**src/rtl/input_debounce.sv**
```systemverilog
`default_nettype none
// ============================================================================
// Module      : input_debounce
// Description : Two-channel pushbutton/switch debouncer with 2-flop
//               synchronisers, registered clean levels and rise/fall pulses.
//               Define DEBOUNCE_EVENT_CNT_EN to build the saturating 8-bit
//               accepted-transition counter (event_cnt port).
// Revision    : 1.0 - initial release
// ============================================================================
module input_debounce #(
    parameter int DEBOUNCE_CYCLES = 16
) (
    input  logic       clk,
    input  logic       rst_n,
    input  logic       raw_a,
    input  logic       raw_b,
    output logic       a_clean,
    output logic       b_clean,
    output logic       a_rise,
    output logic       b_rise,
    output logic       a_fall,
    output logic       b_fall
`ifdef DEBOUNCE_EVENT_CNT_EN
    ,
    output logic [7:0] event_cnt
`endif
);

    localparam int c_cnt_w = ($clog2(DEBOUNCE_CYCLES) < 1) ? 1 : $clog2(DEBOUNCE_CYCLES);
    localparam logic [c_cnt_w-1:0] c_cnt_one  = c_cnt_w'(1);
    localparam logic [c_cnt_w-1:0] c_cnt_last = c_cnt_w'(DEBOUNCE_CYCLES - 1);

    localparam logic [0:0] c_st_stable  = 1'b0;
    localparam logic [0:0] c_st_confirm = 1'b1;

    logic [1:0] w_raw;
    logic [1:0] w_clean;
    logic [1:0] w_rise;
    logic [1:0] w_fall;

    assign w_raw = {raw_b, raw_a};

    for (genvar gi = 0; gi < 2; gi++) begin : g_chan
        logic               r_sync1;
        logic               r_sync2;
        logic [0:0]         r_state;
        logic [c_cnt_w-1:0] r_cnt;
        logic               r_clean;
        logic               r_rise;
        logic               r_fall;

        always_ff @(posedge clk or negedge rst_n) begin
            if (!rst_n) begin
                r_sync1 <= 1'b0;
                r_sync2 <= 1'b0;
                r_state <= c_st_stable;
                r_cnt   <= '0;
                r_clean <= 1'b0;
                r_rise  <= 1'b0;
                r_fall  <= 1'b0;
            end else begin
                r_sync1 <= w_raw[gi];
                r_sync2 <= r_sync1;
                r_rise  <= 1'b0;
                r_fall  <= 1'b0;
                case (r_state)
                    c_st_stable: begin
                        // First mismatching edge already counts as one stable sample.
                        if (r_sync2 != r_clean) begin
                            r_state <= c_st_confirm;
                            r_cnt   <= c_cnt_one;
                        end else begin
                            r_cnt   <= '0;
                        end
                    end
                    default: begin
                        if (r_sync2 == r_clean) begin
                            r_state <= c_st_stable;
                            r_cnt   <= '0;
                        end else if (r_cnt == c_cnt_last) begin
                            r_state <= c_st_stable;
                            r_cnt   <= '0;
                            r_clean <= r_sync2;
                            r_rise  <= r_sync2;
                            r_fall  <= ~r_sync2;
                        end else begin
                            r_cnt   <= r_cnt + c_cnt_one;
                        end
                    end
                endcase
            end
        end

        assign w_clean[gi] = r_clean;
        assign w_rise[gi]  = r_rise;
        assign w_fall[gi]  = r_fall;
    end

    assign a_clean = w_clean[0];
    assign b_clean = w_clean[1];
    assign a_rise  = w_rise[0];
    assign b_rise  = w_rise[1];
    assign a_fall  = w_fall[0];
    assign b_fall  = w_fall[1];

`ifdef DEBOUNCE_EVENT_CNT_EN
    logic [7:0] r_event_cnt;
    logic [8:0] w_cnt_sum;

    // Ninth bit flags overflow so the count saturates rather than wraps.
    assign w_cnt_sum = {1'b0, r_event_cnt} + 9'(w_rise[0]) + 9'(w_fall[0])
                     + 9'(w_rise[1]) + 9'(w_fall[1]);

    always_ff @(posedge clk or negedge rst_n) begin
        if (!rst_n) begin
            r_event_cnt <= 8'd0;
        end else if (w_cnt_sum[8]) begin
            r_event_cnt <= 8'hFF;
        end else begin
            r_event_cnt <= w_cnt_sum[7:0];
        end
    end

    assign event_cnt = r_event_cnt;
`endif

endmodule
`default_nettype wire

```
**config.mk**
```make
export PLATFORM = sky130hd
export DESIGN_NAME = input_debounce
export DESIGN_NICKNAME = d
export VERILOG_FILES = /design/src/rtl/input_debounce.sv
export SDC_FILE = /design/constraint.sdc
export NUM_CORES = 1
export LEC_CHECK = 0
export BUFFER_PORTS_ARGS = -buffer_cell sky130_fd_sc_hd__buf_2
export CAP_MARGIN = 25
export CORE_AREA = 2 2 62 49
export DETAILED_ROUTE_END_ITERATION = 6
export DIE_AREA = 0 0 64 51
export HOLD_SLACK_MARGIN = 0.12
export SLEW_MARGIN = 20
export SYNTH_ARGS = -nofsm -noshare
export SYNTH_HDL_FRONTEND = slang
export SYNTH_SLANG_ARGS = --single-unit
```
**constraint.sdc**
```tcl
create_clock -name clk -period 1.3 [get_ports clk]
set_clock_uncertainty 0.05 [all_clocks]
set_input_delay 0.195 -clock clk [delete_from_list [all_inputs] [get_ports clk]]
set_output_delay 0.195 -clock clk [all_outputs]
set_load 0.05 [all_outputs]
```
# [After elaboration in Yosys (flattened, before gate mapping)]
# Index checks and enable logic that the tools add are counted.
[totals] ff_bits=20 input_bits=4 out_inout_bits=6
[op_classes] addsub=2 eq_ne=6 n_mux=28 bitwise=4 reduce_logical=2
[ops] operator="2-to-1 mux 4 bit" n=6
[ops] operator="2-to-1 mux 1 bit" n=22
[ops] operator="adder 4 x 1 -> 4 bit, second input constant" n=2
[ops] operator="equality test 4 bit, second input constant" n=2
[ops] operator="AND reduction 3 bit" n=2
[ops] operator="NOT 1 bit" n=4
[ops] operator="equality test 1 bit" n=2
[ops] operator="!= test 1 bit" n=2

# [Logic depth before layout (Yosys ltp)]
[depth] ltp_word=4 ltp_mapped=4 mapped_depth_nobuf=4

# [Worst setup path before layout]
# No wires, ideal clock.
[synth_timing] kind="register -> register" start="register g_chan[1].r_clean, in the netlist b_clean" end="register g_chan[1].r_cnt[3]" setup_ns=0.096 arrival_time_ns=1.171 required_ns=1.154 slack_ns=-0.017 path_stages_with_launch=4 path_buffers=0 cell_sequence="dfrtp_1 -> xor2_1 -> nand2_1 -> a311oi_2"
[synth_via] elab_chain_len=3
[synth_rtl] element="start, declared" line_no="48" source="logic r_clean;"
[synth_rtl] element="start signal, assigned" line_no="83" source="r_clean <= r_sync2;"
[synth_rtl] element="equality test 1 bit" line_no="77" source="if (r_sync2 == r_clean) begin"
[synth_rtl] element="2-to-1 mux 4 bit" line_no="77"
[synth_rtl] element="2-to-1 mux 4 bit" line_no="66" source="case (r_state)"
[synth_rtl] element="end signal, assigned" line_no="71" source="r_cnt <= c_cnt_one;"
[synth_rtl] element="end signal, assigned" line_no="87" source="r_cnt <= r_cnt + c_cnt_one;"
[synth_rtl] element="end, declared" line_no="47" source="logic [c_cnt_w-1:0] r_cnt;"
# Every way passes these cells.
# A chain may end at the register's enable or synchronous reset.

# [Worst setup path in the final report]
[layout_timing] start="register g_chan[0].r_cnt[1]" end="register g_chan[0].r_clean, in the netlist a_clean"
[layout_via] elab_chain_len=2
[layout_rtl] element="start, declared" line_no="47"
[layout_rtl] element="start signal, assigned" line_no="71"
[layout_rtl] element="start signal, assigned" line_no="87"
[layout_rtl] element="equality test 4 bit" line_no="80" source="end else if (r_cnt == c_cnt_last) begin"
[layout_rtl] element="AND reduction 3 bit (no source line)"
[layout_rtl] element="end signal, assigned" line_no="83"
[layout_rtl] element="end, declared" line_no="48"
# Every way passes these cells.

==> flow_summary.json <==
{
  "status": "finished clean",
  "dr.pass1.iters": 2,
  "switching_share_pct": 20.74,
  "path_cells": "ha_1 -> nand4_1 -> mux2_2",
  "clock_sinks": 20,
  "grt_antenna_before_repair": 0,
  "final.min_clock_period_ns": 1.260,
  "end_kind": "flip-flop",
  "layout.nets": 81,
  "reg2reg_from": "g_chan[0].r_cnt[1]",
  "cpMaxStageDelayCell": "dfrtp_1",
  "worst_slew_pin_slew_ns": 0.4344,
  "place.gp.congestion": 0.7139,
  "drc": 0,
  "root_buffer": "clkbuf_4",
  "p_int_w": 0.0008441,
  "vias": 475,
  "power.leakage_nw": 0.4676,
  "rrSetupSlack_ns": 0.04,
  "syn_nets": 60,
  "die_x_um": 64,
  "multiInputGateArea_sq_um": 271.5,
  "fp.dieH_um": 51,
  "clk_latency_ns": 0.29,
  "track_usage_pct": 8.213,
  "grt_overflow_total": 0,
  "whs_ns": 0.3093,
  "htree_num_levels": 1,
  "yosysWarnings": 0,
  "synth_cell_types": 24,
  "vias_per_cell": 4.241,
  "io_buffers": 9,
  "die-area_sq_mm": 0.003264,
  "path_clk_slew_ns": 0.11,
  "cts_tree": "yes",
  "max_cap_violations": 0,
  "grt_max_degree": 21,
  "syn_inst": 54,
  "rr_worst_depth": 3,
  "totalWireLength_mm": 1.132,
  "setup_viol": 0,
  "worstPathRequired_ns": 1.44,
  "postLayoutCoreUtil_pct": 35.29,
  "crit_type": "flip-flop to flip-flop",
  "dpl.hpwl_um": 808,
  "antennaDiodeCount": 0,
  "routedWlPerCell_um": 10.11,
  "pwr-share-comb_pct": 6.0,
  "final.period_utilization_pct": 96.89,
  "grt_pass1_wl_mm": 1.932,
  "cts_buffer_depth": 2,
  "drv_slew": 0,
  "p_per_area_mw_per_mm2": 1100,
  "rsz0062_at_grt": "no",
  "ys_ff_latch": 20,
  "syn_avg_cell_area_sq_um": 14.13,
  "fmax_mhz": 793.9,
  "hold_class": "primary input to asynchronous set/reset pin",
  "ioPinCount": 10,
  "slew_headroom_pct": 71.04,
  "dr.first_iter.drc_count": 6,
  "p_seq_share_pct": 61.5,
  "p_switching_w": 0.0002209,
  "timing.rr.end": "a_clean",
  "core_area_sq_mm": 0.002744,
  "cts_made_buffers": 3,
  "regArea_sq_um": 501.7,
  "finalHoldViolations": 0,
  "ys_seq_area_share_pct": 65.57,
  "fin_setup_tns_ns": 0,
  "post_cts_buffers": 0,
  "critPathMaxStageDelay_ns": 0.41,
  "drive_gt1_share_pct": 35.14,
  "initial_utilization_pct": 27.82,
  "rows": 17,
  "critical_path.max_fanout": 3,
  "ant_nets": 0,
  "syn_to_final_growth_pct": 26.89,
  "clkPwrFrac_pct": 32.5,
  "fillCellCount": 268,
  "syn-cell-area_sq_um": 763.2,
  "startpoint_type": "flip-flop",
  "arrival_ns": 1.40,
  "ir_drop_uv": 497.0,
  "grt_pass1_vias": 428,
  "power.total_w": 0.001065
}
metal layers:
metal	wire, um	up-vias	track usage [%]
li1	-	235	-
met1	600	229	10.45
met2	472	7	11.46
met3	26	4	1.982
met4	32	0	7.609
met5	0	-	0
metrics by stage:
step                std cells  setup WS (ns)  cell area, sq um
finish                    112        0.04038             968.4
global route              112       0.002046             968.4
CTS                       112       0.008531             953.4
detailed placement        105        0.02146             887.1
global placement          105        0.06034             887.1
floorplan                  54        0.02045             764.5
worst max path at each step:
stage / from / endpoint / slack [ns]
6_report: g_chan[0].r_cnt[1] / a_clean / 0.04
5_1_grt: g_chan[0].r_cnt[1] / a_rise / 0.002
4_1_cts: g_chan[1].r_cnt[1] / b_clean / 0.009
3_5_place_dp: g_chan[1].r_cnt[1] / b_clean / 0.02
3_3_place_gp: g_chan[1].r_cnt[1] / b_clean / 0.06
2_1_floorplan: g_chan[0].r_cnt[0] / a_clean / 0.02
cell usage in the layout (no fill, tap or decap), types with 2 or more instances in the layout:
cell type	count
dfrtp_1	19
a21oi_1	2
a31o_2	2
nor3b_1	4
xor2_1	2
nand2_1	2
nor2_1	2
buf_2	8
xnor2_1	2
dlygate4sd3_1	3
clkbuf_4	4
a21boi_0	2
buf_4	4
worst max-delay path: cells and delay by family, from the launching register on:
family / cells / cell delay, ns
DFF: 1 / 0.41
muxes: 1 / 0.35
adders and majority gates: 1 / 0.20
and+or+nand+nor: 1 / 0.15
cell type report:
| cell class | count | share of cell area (%) |
|---|---|---|
| Clock buffer | 4 | 3.747 |
| Inverter | 1 | 0.3876 |
| Multi-Input combinational cell | 33 | 28.04 |
| Sequential cell | 20 | 51.81 |
| Tap cell | 38 | 4.910 |
| Timing Repair Buffer | 16 | 11.11 |
power by group through the flow:
stage                     sequential (W)  combinational [W]  clock, W
after detailed placement        0.000665          0.0000572         0
after global placement          0.000665          0.0000560         0
after global routing            0.000657          0.0000735  0.000385
after CTS                       0.000653          0.0000637  0.000368
after floorplan                 0.000664          0.0000267         0
final                           0.000654          0.0000639  0.000347
repair_timing:
| item | CTS | global route |
|---|---|---|
| endpoints found under the hold margin | 22 | 0 |
| gates resized for setup | 0 | 3 |
| setup endpoints to repair | 0 | 3 |
| hold buffers | 3 | 0 |
kinds of logic after synthesis:
kind of cell | Yosys count | synth area share, %
flops | 20 | 65.57
simple gates | 15 | 13.12
compound gates | 10 | 10.00
xor+xnor | 4 | 4.591
mux | 2 | 2.951
fa+ha+maj | 2 | 3.278
buf+inv | 1 | 0.4913
flip-flops by register name, summed over array words and instances (netlist names):
register	flops
a_fall	1
g_chan.r_sync1	2
b_fall	1
g_chan.r_state	2
g_chan.r_cnt	8
b_clean	1
g_chan.r_sync2	2
b_rise	1
a_rise	1
a_clean	1
cells in the mapped netlist:
cell      instances  share of area [%]
and3_2            1               0.98
nand2_1           2               0.98
xor2_1            2                2.3
ha_1              2                3.3
nor3b_1           4                3.9
a21oi_1           2                1.3
nand4_2           1                1.6
xnor2_1           2                2.3
a21o_1            1               0.98
inv_1             1               0.49
mux2_2            1                1.5
nor2_1            2               0.98
a31o_2            2                2.3
mux2_1            1                1.5
nand4_1           1               0.82
dfrtp_1          20                 66
and2_2            1               0.98
and3_1            1               0.82
nand4b_1          1                1.1
a311oi_2          1                2.0
and2_1            1               0.82
a21boi_0          2                2.0
a31oi_1           1               0.82
o21ai_0           1               0.66
Power figures use the tool's default switching activity.
